## src/rtl/fetch_unit_pkg.sv

```systemverilog
// ---------------------------------------------------------------------------
// fetch_unit_pkg
//
// Shared definitions for the fetch unit and the decoder that consumes its
// output:
//   DEFAULT_RESET_PC  address fetched after reset and after a restart
//   DEFAULT_NOP_INST  bubble word (class 11, op 1110) shown when no real
//                     instruction is on the decode interface
//   fetchState_e      fetch FSM state encoding
//   pcIncrement()     16-bit wrapping program-counter step
// ---------------------------------------------------------------------------
package fetch_unit_pkg;

  localparam logic [15:0] DEFAULT_RESET_PC = 16'h0000;
  localparam logic [15:0] DEFAULT_NOP_INST = 16'hC0E0;

  // FETCH : ready to issue a request at the current pc
  // WAIT  : one request outstanding, waiting for its response strobe
  // HALTED: decoder retired a HLT; nothing happens until restart
  typedef enum logic [1:0] {
    FETCH  = 2'd0,
    WAIT   = 2'd1,
    HALTED = 2'd2
  } fetchState_e;

  // The pc is a plain 16-bit counter: 16'hFFFF steps to 16'h0000.
  function automatic logic [15:0] pcIncrement(input logic [15:0] pc);
    return pc + 16'd1;
  endfunction

endpackage

```

## src/rtl/fetch_unit.sv

```systemverilog
// ---------------------------------------------------------------------------
// fetch_unit
//
// Instruction fetch stage. Issues one instruction-memory read at a time at
// the program counter, hands each returned word to the decoder for exactly
// one unstalled cycle, and parks a word that returns during a stall in a
// one-entry skid register. Branch redirects retarget the pc and drop any
// response still in flight; a decoded HLT parks the unit in HALTED until
// restart.
//
// Ports
//   clk          in   1   single clock, all state on the rising edge
//   rst_n        in   1   asynchronous active-low reset
//   imem_req     out  1   read request (registered, one outstanding max)
//   imem_addr    out  16  word address of the request (the pc)
//   imem_valid   in   1   response strobe, latency >= 1 cycle after request
//   imem_rdata   in   16  instruction word, qualified by imem_valid
//   stall        in   1   decode cannot accept; hold the presented word
//   redirect     in   1   taken branch/jump, refetch from redirect_pc
//   redirect_pc  in   16  branch target
//   halt_dec     in   1   presented instruction is HLT
//   restart      in   1   leave HALTED and fetch from RESET_PC
//   inst         out  16  instruction to decode (NOP_INST when not valid)
//   inst_valid   out  1   inst is a real fetched instruction
//   inst_pc      out  16  address of inst
//   halted       out  1   unit is in HALTED
// ---------------------------------------------------------------------------
module fetch_unit
  import fetch_unit_pkg::*;
#(
  parameter logic [15:0] RESET_PC = DEFAULT_RESET_PC,
  parameter logic [15:0] NOP_INST = DEFAULT_NOP_INST
) (
  input  logic        clk,
  input  logic        rst_n,
  output logic        imem_req,
  output logic [15:0] imem_addr,
  input  logic        imem_valid,
  input  logic [15:0] imem_rdata,
  input  logic        stall,
  input  logic        redirect,
  input  logic [15:0] redirect_pc,
  input  logic        halt_dec,
  input  logic        restart,
  output logic [15:0] inst,
  output logic        inst_valid,
  output logic [15:0] inst_pc,
  output logic        halted
);

  fetchState_e state_q, state_d;
  logic [15:0] pc_q, pc_d;
  logic        req_q, req_d;
  logic [15:0] inst_q, inst_d;
  logic        instValid_q, instValid_d;
  logic [15:0] instPc_q, instPc_d;
  logic        skidValid_q, skidValid_d;
  logic [15:0] skid_q, skid_d;
  logic [15:0] skidPc_q, skidPc_d;
  logic        discard_q, discard_d;

  logic wordArrives;
  logic redirectTaken;
  logic haltTaken;
  logic inFlight;
  logic canIssue;

  // A response is only ours when we are waiting for one and have not
  // already decided to throw it away; strobes in FETCH/HALTED are stray.
  assign wordArrives   = imem_valid && (state_q == WAIT) && !discard_q;

  // HALTED ignores redirect; a HLT only counts once the decoder has
  // actually accepted it (valid and not stalled).
  assign redirectTaken = redirect && (state_q != HALTED);
  assign haltTaken     = halt_dec && instValid_q && !stall;

  // A request whose response has not shown up by the end of this cycle.
  // Abandoning it means the strobe must be swallowed later.
  assign inFlight      = (state_q == WAIT) && !imem_valid;

  // No new request while decode is stalled, the skid slot is occupied or
  // an abandoned response is still due back.
  assign canIssue      = !stall && !skidValid_q && !discard_q;

  // Next-state logic. Priority, highest first: redirect, halt, stall.
  // The normal-path updates are computed first and the redirect/halt
  // blocks at the end override whatever they need to.
  always_comb begin
    state_d     = state_q;
    pc_d        = pc_q;
    req_d       = 1'b0;
    inst_d      = inst_q;
    instValid_d = instValid_q;
    instPc_d    = instPc_q;
    skidValid_d = skidValid_q;
    skid_d      = skid_q;
    skidPc_d    = skidPc_q;
    discard_d   = discard_q && !imem_valid;

    unique case (state_q)
      FETCH: begin
        if (canIssue) begin
          req_d   = 1'b1;
          state_d = WAIT;
        end
      end
      WAIT: begin
        if (wordArrives) begin
          pc_d    = pcIncrement(pc_q);
          state_d = FETCH;
        end
      end
      HALTED: begin
        if (restart) begin
          pc_d    = RESET_PC;
          state_d = FETCH;
        end
      end
      default: begin
        state_d = FETCH;
      end
    endcase

    // Decode interface. When decode accepts, the parked skid word goes
    // first (a new word can never arrive while it is full), then a fresh
    // word, otherwise a bubble. While stalled the outputs hold and a fresh
    // word is parked instead.
    if (!stall) begin
      if (skidValid_q) begin
        inst_d      = skid_q;
        instValid_d = 1'b1;
        instPc_d    = skidPc_q;
        skidValid_d = 1'b0;
      end else if (wordArrives) begin
        inst_d      = imem_rdata;
        instValid_d = 1'b1;
        instPc_d    = pc_q;
      end else begin
        inst_d      = NOP_INST;
        instValid_d = 1'b0;
      end
    end else if (wordArrives) begin
      skidValid_d = 1'b1;
      skid_d      = imem_rdata;
      skidPc_d    = pc_q;
    end

    if (redirectTaken) begin
      state_d     = FETCH;
      pc_d        = redirect_pc;
      req_d       = 1'b0;
      inst_d      = NOP_INST;
      instValid_d = 1'b0;
      instPc_d    = instPc_q;
      skidValid_d = 1'b0;
      if (inFlight) begin
        discard_d = 1'b1;
      end
    end else if (haltTaken) begin
      state_d     = HALTED;
      pc_d        = pc_q;
      req_d       = 1'b0;
      inst_d      = NOP_INST;
      instValid_d = 1'b0;
      instPc_d    = instPc_q;
      skidValid_d = 1'b0;
      if (inFlight) begin
        discard_d = 1'b1;
      end
    end
  end

  // State and registered outputs.
  always_ff @(posedge clk or negedge rst_n) begin
    if (!rst_n) begin
      state_q     <= FETCH;
      pc_q        <= RESET_PC;
      req_q       <= 1'b0;
      inst_q      <= NOP_INST;
      instValid_q <= 1'b0;
      instPc_q    <= 16'h0000;
      skidValid_q <= 1'b0;
      skid_q      <= NOP_INST;
      skidPc_q    <= 16'h0000;
      discard_q   <= 1'b0;
    end else begin
      state_q     <= state_d;
      pc_q        <= pc_d;
      req_q       <= req_d;
      inst_q      <= inst_d;
      instValid_q <= instValid_d;
      instPc_q    <= instPc_d;
      skidValid_q <= skidValid_d;
      skid_q      <= skid_d;
      skidPc_q    <= skidPc_d;
      discard_q   <= discard_d;
    end
  end

  // The pc only changes when a response is taken or on redirect/restart,
  // so it stays equal to the outstanding request's address while waiting.
  assign imem_req   = req_q;
  assign imem_addr  = pc_q;
  assign inst       = inst_q;
  assign inst_valid = instValid_q;
  assign inst_pc    = instPc_q;
  assign halted     = (state_q == HALTED);

endmodule

```

## config.mk

```make
export PLATFORM = sky130hd
export DESIGN_NAME = fetch_unit
export DESIGN_NICKNAME = d
export VERILOG_FILES = /design/src/rtl/fetch_unit_pkg.sv /design/src/rtl/fetch_unit.sv
export SDC_FILE = /design/constraint.sdc
export NUM_CORES = 1
export LEC_CHECK = 0
export CORE_MARGIN = 2
export CORE_UTILIZATION = 45
export CTS_CLUSTER_DIAMETER = 40
export DETAILED_ROUTE_END_ITERATION = 8
export PLACE_DENSITY = 0.73
export RECOVER_POWER = 100
export SYNTH_ARGS = -nofsm -noshare
export SYNTH_HDL_FRONTEND = slang
export SYNTH_SLANG_ARGS = --single-unit
```

## constraint.sdc

```tcl
create_clock -name clk -period 2.6 [get_ports clk]
set_input_delay 0.52 -clock clk [delete_from_list [all_inputs] [get_ports clk]]
set_output_delay 0.52 -clock clk [all_outputs]
set_load 0.02 [all_outputs]
```

# Word level (Yosys, flattened, before mapping)
# Index checks and enable logic that the tools add are counted.
op_classes:
  mux: 34
  n_eq_ne: 11
  n_reduce_logical: 20
  bitwise_logic: 3
  add_sub_neg: 1
ops:
  columns: ["cell", "n"]
  rows:
  - ["$mux 16", 11]
  - ["$pmux 16 s2", 1]
  - ["$add 16x1->16 const B", 1]
  - ["$mux 1", 16]
  - ["$mux 2", 5]
  - ["$logic_and 1x1->1", 9]
  - ["$ne 4x4->1 const B", 2]
  - ["$reduce_and 4->1", 2]
  - ["$pmux 2 s3", 1]
  - ["$logic_not 1->1", 4]
  - ["$ne 2x2->1 const B", 2]
  - ["$ne 4x1->1 const B", 1]
  - ["$ne 4x2->1 const B", 1]
  - ["$ne 3x1->1 const B", 1]
  - ["$ne 3x2->1 const B", 1]
  - ["$ne 3x3->1 const B", 1]
  - ["$not 1->1", 3]
  - ["$reduce_and 3->1", 1]
  - ["$reduce_bool 3->1", 1]
  - ["$eq 2x1->1 const B", 1]
  - ["$eq 2x2->1 const B", 1]
  - ["$logic_not 2->1", 1]
  - ["$reduce_and 2->1", 1]
  - ["$reduce_bool 2->1", 1]
totals:
  out_inout_bits: 51
  elab_cells: 79
  input_bits: 39
  regBits: 86

# Longest topological paths before layout
depth:
  depth_word: 8
  ltp_mapped: 8
  mapped_depth_nobuf: 6

# Least setup slack after synthesis
# Ideal clock, no wire load.
synth_path:
  path_kind: "register -> register"
  start: "reg pc_q[0], in the netlist imem_addr[0]"
  end: "reg pc_q[10], in the netlist imem_addr[10]"
  path_slack_ns: 0.855
  setup_time_ns: 0.078
  stages_incl_launch_ff: 7
  t_arrival_ns: 1.668
  synth_period_minus_slack_ns: 1.745
  n_path_buf: 0
  required_time_ns: 2.522
  path_cell_list: "dfrtp_1 ha_1 nand3_1 nor3_1 and4b_1 a21oi_1 o21ai_1"
synth_via:
  elab_chain_cells: 5
synth_rtl:
  columns: ["element", "line", "source"]
  rows:
  - ["from (decl)", "fetch_unit.sv:52", "logic [15:0] pc_q, pc_d;"]
  - ["from (signal assigned)", "fetch_unit.sv:188", "pc_q <= pc_d;"]
  - ["$add 16x1->16", "fetch_unit_pkg.sv:28", "return pc + 16'd1;"]
  - ["$mux 16", "fetch_unit.sv:108", "if (wordArrives) begin"]
  - ["$pmux 16 s2", "fetch_unit.sv:100", "unique case (state_q)"]
  - ["$mux 16", "fetch_unit.sv:159", "end else if (haltTaken) begin"]
  - ["$mux 16", "fetch_unit.sv:148", "if (redirectTaken) begin"]
# No other way between the ends. The select of a mux whose other input is x is not followed.
# A chain may end at the register's enable or synchronous reset.

# Worst setup path after layout
layout_path:
  start: "in imem_valid"
  end: "reg skidPc_q[10]"
layout_via:
  elab_chain_cells: 3
layout_rtl:
  columns: ["element", "line", "source"]
  rows:
  - ["from (decl)", "fetch_unit.sv:38", "input logic imem_valid,"]
  - ["$logic_and 1x1->1 (2 in a row)", "fetch_unit.sv:70", "assign wordArrives = imem_valid && (state_q == WAIT) && !discard_q;"]
  - ["$reduce_and 2->1 (no line)", null, null]
  - ["to (signal assigned)", "fetch_unit.sv:195", "skidPc_q <= skidPc_d;"]
  - ["to (decl)", "fetch_unit.sv:59", "logic [15:0] skidPc_q, skidPc_d;"]
# No other way between the ends.

==> results.md <==
* Largest net degree at the start of global routing at 46
* Number of global-route vias before repair at 3086
* Total wire length at 9.61 mm
* Cell taking the most area after synthesis: dfrtp_1
* RSZ-0062 raised after global routing: false
* Pwr dens at 860 nW/um2
* Clk buf depth at 2
* Post-CTS setup repair buffer count at 0
* Setup crit end kind: register
* Static Leak at 0.00219 uW
* Slew Limit Headroom at 27.7%
* Starting Density at 45.7%
* IO Port Bufs at 89
* Resized Gates After CTS at 0
* 1st-pass router iterations at 4
* Max-cap viol count at 0
* Mux cell area share after synthesis at between 10% and 20%
* Root Driver: clkbuf_8
* Top_reg_cell synth: dfrtp_1
* Layout fillers at between 700 and 800
* Latest clock arrival within the worst-skew pair at 350 ps
* Setup CP Type: in2reg
* Iteration-0 DRC Markers at 149
* Highest Clock Rate at around 0.43 GHz
* Syn nets at 413
* GR Overflow Total at 0
* FF+latch count, synth at 86
* Final hold vios at 0
* Total core area at approximately 8600 um2
* Tcrit/Tclk final at around nine tenths
* Pre-CTS setup slack at 253 ps
* Area Overhead vs Synth at 30.8%
* Post-synth EDFFs at 0
* Largest family of logic cells by synthesized area: compound AO/OA/AOI/OAI gates
* Global-route wire length before repair at around 16 mm
* Vias at 3223
* Worst r2r path cells at 6
* Crit path from: imem_valid
* Final nets at around 500
* # rows at 34
* Synth top area share at slightly below 50%
* Setup-failing EPs final at 0
* Synthesized area at 3950 um2
* Simple-Gate Fraction of Synth Area at between 10% and 20%
* Complex-gate fraction of the synthesized area at 14.5%
* CTS buffer count at 9
* Clock Pin Slew Worst Setup and Hold Paths at 90 ps
* Post-synthesis xor/xnor area fraction at 0%
* DRC at 0
* H-tree levels at 3
* Die area at around 9500 um2
* Chip Height at 97.7 um
* Routability cong. at 0.845
* Final Max Tran Viols at 0
* FF-to-FF Start: state_q[1]
* Final setup margin at between 200 and 300 ps
* DPL Wire Length at approximately 6.7 mm
* Share of layout cells above drive strength 1 at 14.2%
* CTS tree: built
* Largest cells by area after synthesis: dfrtp_1, mux2_2, dfstp_2
* Clock Skew at 6.70 ps
* Mean area per synthesized cell at 10.6 um2
* Per-cell routed wire length at 16.7 um
* Post-synthesis cell count at 373
* Crit path to: skidPc_q[10]
* Via/cell ratio at about 5.6
* Worst Max-Slew Pin Slew at between 1000 and 1500 ps
* CP max FO at 33
* Worst hold path class: in2async
* Worst Path Arrival at 2540 ps
* CTS Hold Buffers Added at 0
* R2R setup slack at between 300 and 400 ps
* Status: finished, final reports clean
* Crit Reg-Reg Endpoint: imem_addr[15]
* Ports at 90
* Max VDD drop at 414 uV
* Synth cell types at 41
* ANT nets after route at 0
* Clock Sinks at 86
* CP required at 2830 ps
* Die width at 97.7 um
* Initial antenna violation count at 0
* Diode count at 0
* Final min period at 2300 ps
* Sequential share of the synthesized area at 54.8%
* Asr flop ratio synth at 100%
* Hold Slack at 361 ps
* Critical path launch point type: input pin
* Adder-Cell Fraction of Synth Area at 0.317%
* Setup_tns at 0 ps
* Synth Warn # at 0
* All-Layer GR Usage at about a fifth
-- how the worst min path moves through the flow --
stage / slack (ps) / to / cells past startpoint
after detailed placement: 470 / inst[12] / 2
after global placement: 460 / inst[12] / 2
after CTS: 170 / skid_q[0] / 1
after global routing: 440 / skid_q[0] / 1
after floorplan: 220 / discard_q / 0
final: 360 / imem_addr[10] / 1
-- synth_stat cells (4+ instances only) --
| cell | number |
|---|---|
| dfrtp_1 | 76 |
| mux2_2 | 31 |
| nor2_1 | 27 |
| nand3_1 | 12 |
| dfstp_2 | 10 |
| clkbuf_1 | 11 |
| a22oi_1 | 16 |
| and3_1 | 4 |
| o21ai_0 | 33 |
| nand2_1 | 42 |
| a21oi_1 | 12 |
| buf_2 | 9 |
| nor3_1 | 6 |
| mux2i_1 | 22 |
| o21ai_1 | 20 |
-- per-stage QoR --
| stage | utilization, % | cells | power [uW] | instance area (um2) |
|---|---|---|---|---|
| 2_1_floorplan | - | 373 | 2790 | 3950 |
| 3_3_place_gp | 57.6 | 558 | 3370 | 4980 |
| 3_5_place_dp | 57.6 | 558 | 3440 | 4980 |
| 4_1_cts | 60.5 | 574 | 4580 | 5220 |
| 5_1_grt | 59.8 | 574 | 4690 | 5170 |
| 6_report | 59.8 | 574 | 4440 | 5170 |
-- cell type report --
class | count | area (um2) | area share (%)
multi-input cells | 262 | 1670 | 32.3
clock inverters | 7 | 121 | 2.35
repair buffers | 99 | 942 | 18.2
flip-flops and latches | 86 | 2160 | 41.9
clock buffers | 9 | 124 | 2.40
well taps | 108 | 135 | 2.62
inverters | 3 | 11.3 | 0.218
-- state kept, by name, summed over array words and instances, names as in the netlist --
register,count
imem_req,1
discard_q,1
imem_addr,16
skid_q,16
skidValid_q,1
state_q,2
skidPc_q,16
inst_valid,1
inst_pc,16
inst,16
-- critical path: stages --
cell           delay [ps]
dlygate4sd3_1         560
and4bb_1              290
nand2_1               100
clkbuf_2              640
mux2_2                420
-- power breakdown --
part	total, uW	internal (uW)	switching [uW]
Combinational	1210	606	601
Sequential	2100	1790	309
Clock	1140	643	498
-- kinds of logic (layout without fill, tap and decap cells) --
logic type,Yosys count,in the layout
mux,53,53
flops,86,86
fa+ha+maj,1,1
simple gates,111,111
buf+inv,25,118
compound gates,97,97
-- cell usage in the layout, fill, tap and decap left out, drive strengths merged, types with 2 or more instances in the layout --
master	n
dfrtp	76
and3	4
nor2	27
or4	2
bufinv	3
nor3	7
nor4	2
nand4	2
o21ai	53
nand3	12
o22ai	3
mux2i	22
mux2	31
clkdlybuf4s50	34
o31ai	2
a21oi	13
dfstp	10
a22oi	16
dlygate4sd3	54
buf	4
nor2b	2
nand2	42
a32oi	3
a31oi	3
clkbuf	16
and2	3
clkinv	2
inv	4
nor3b	2
-- metal layers --
layer,up-vias,wire length [um],track usage [%]
li1,1528,-,-
met1,1586,4290,29.2
met2,102,4680,31.8
met3,7,546,2.66
met4,0,91,7.59
met5,-,0,0
(Power assumes the default switching activity.)
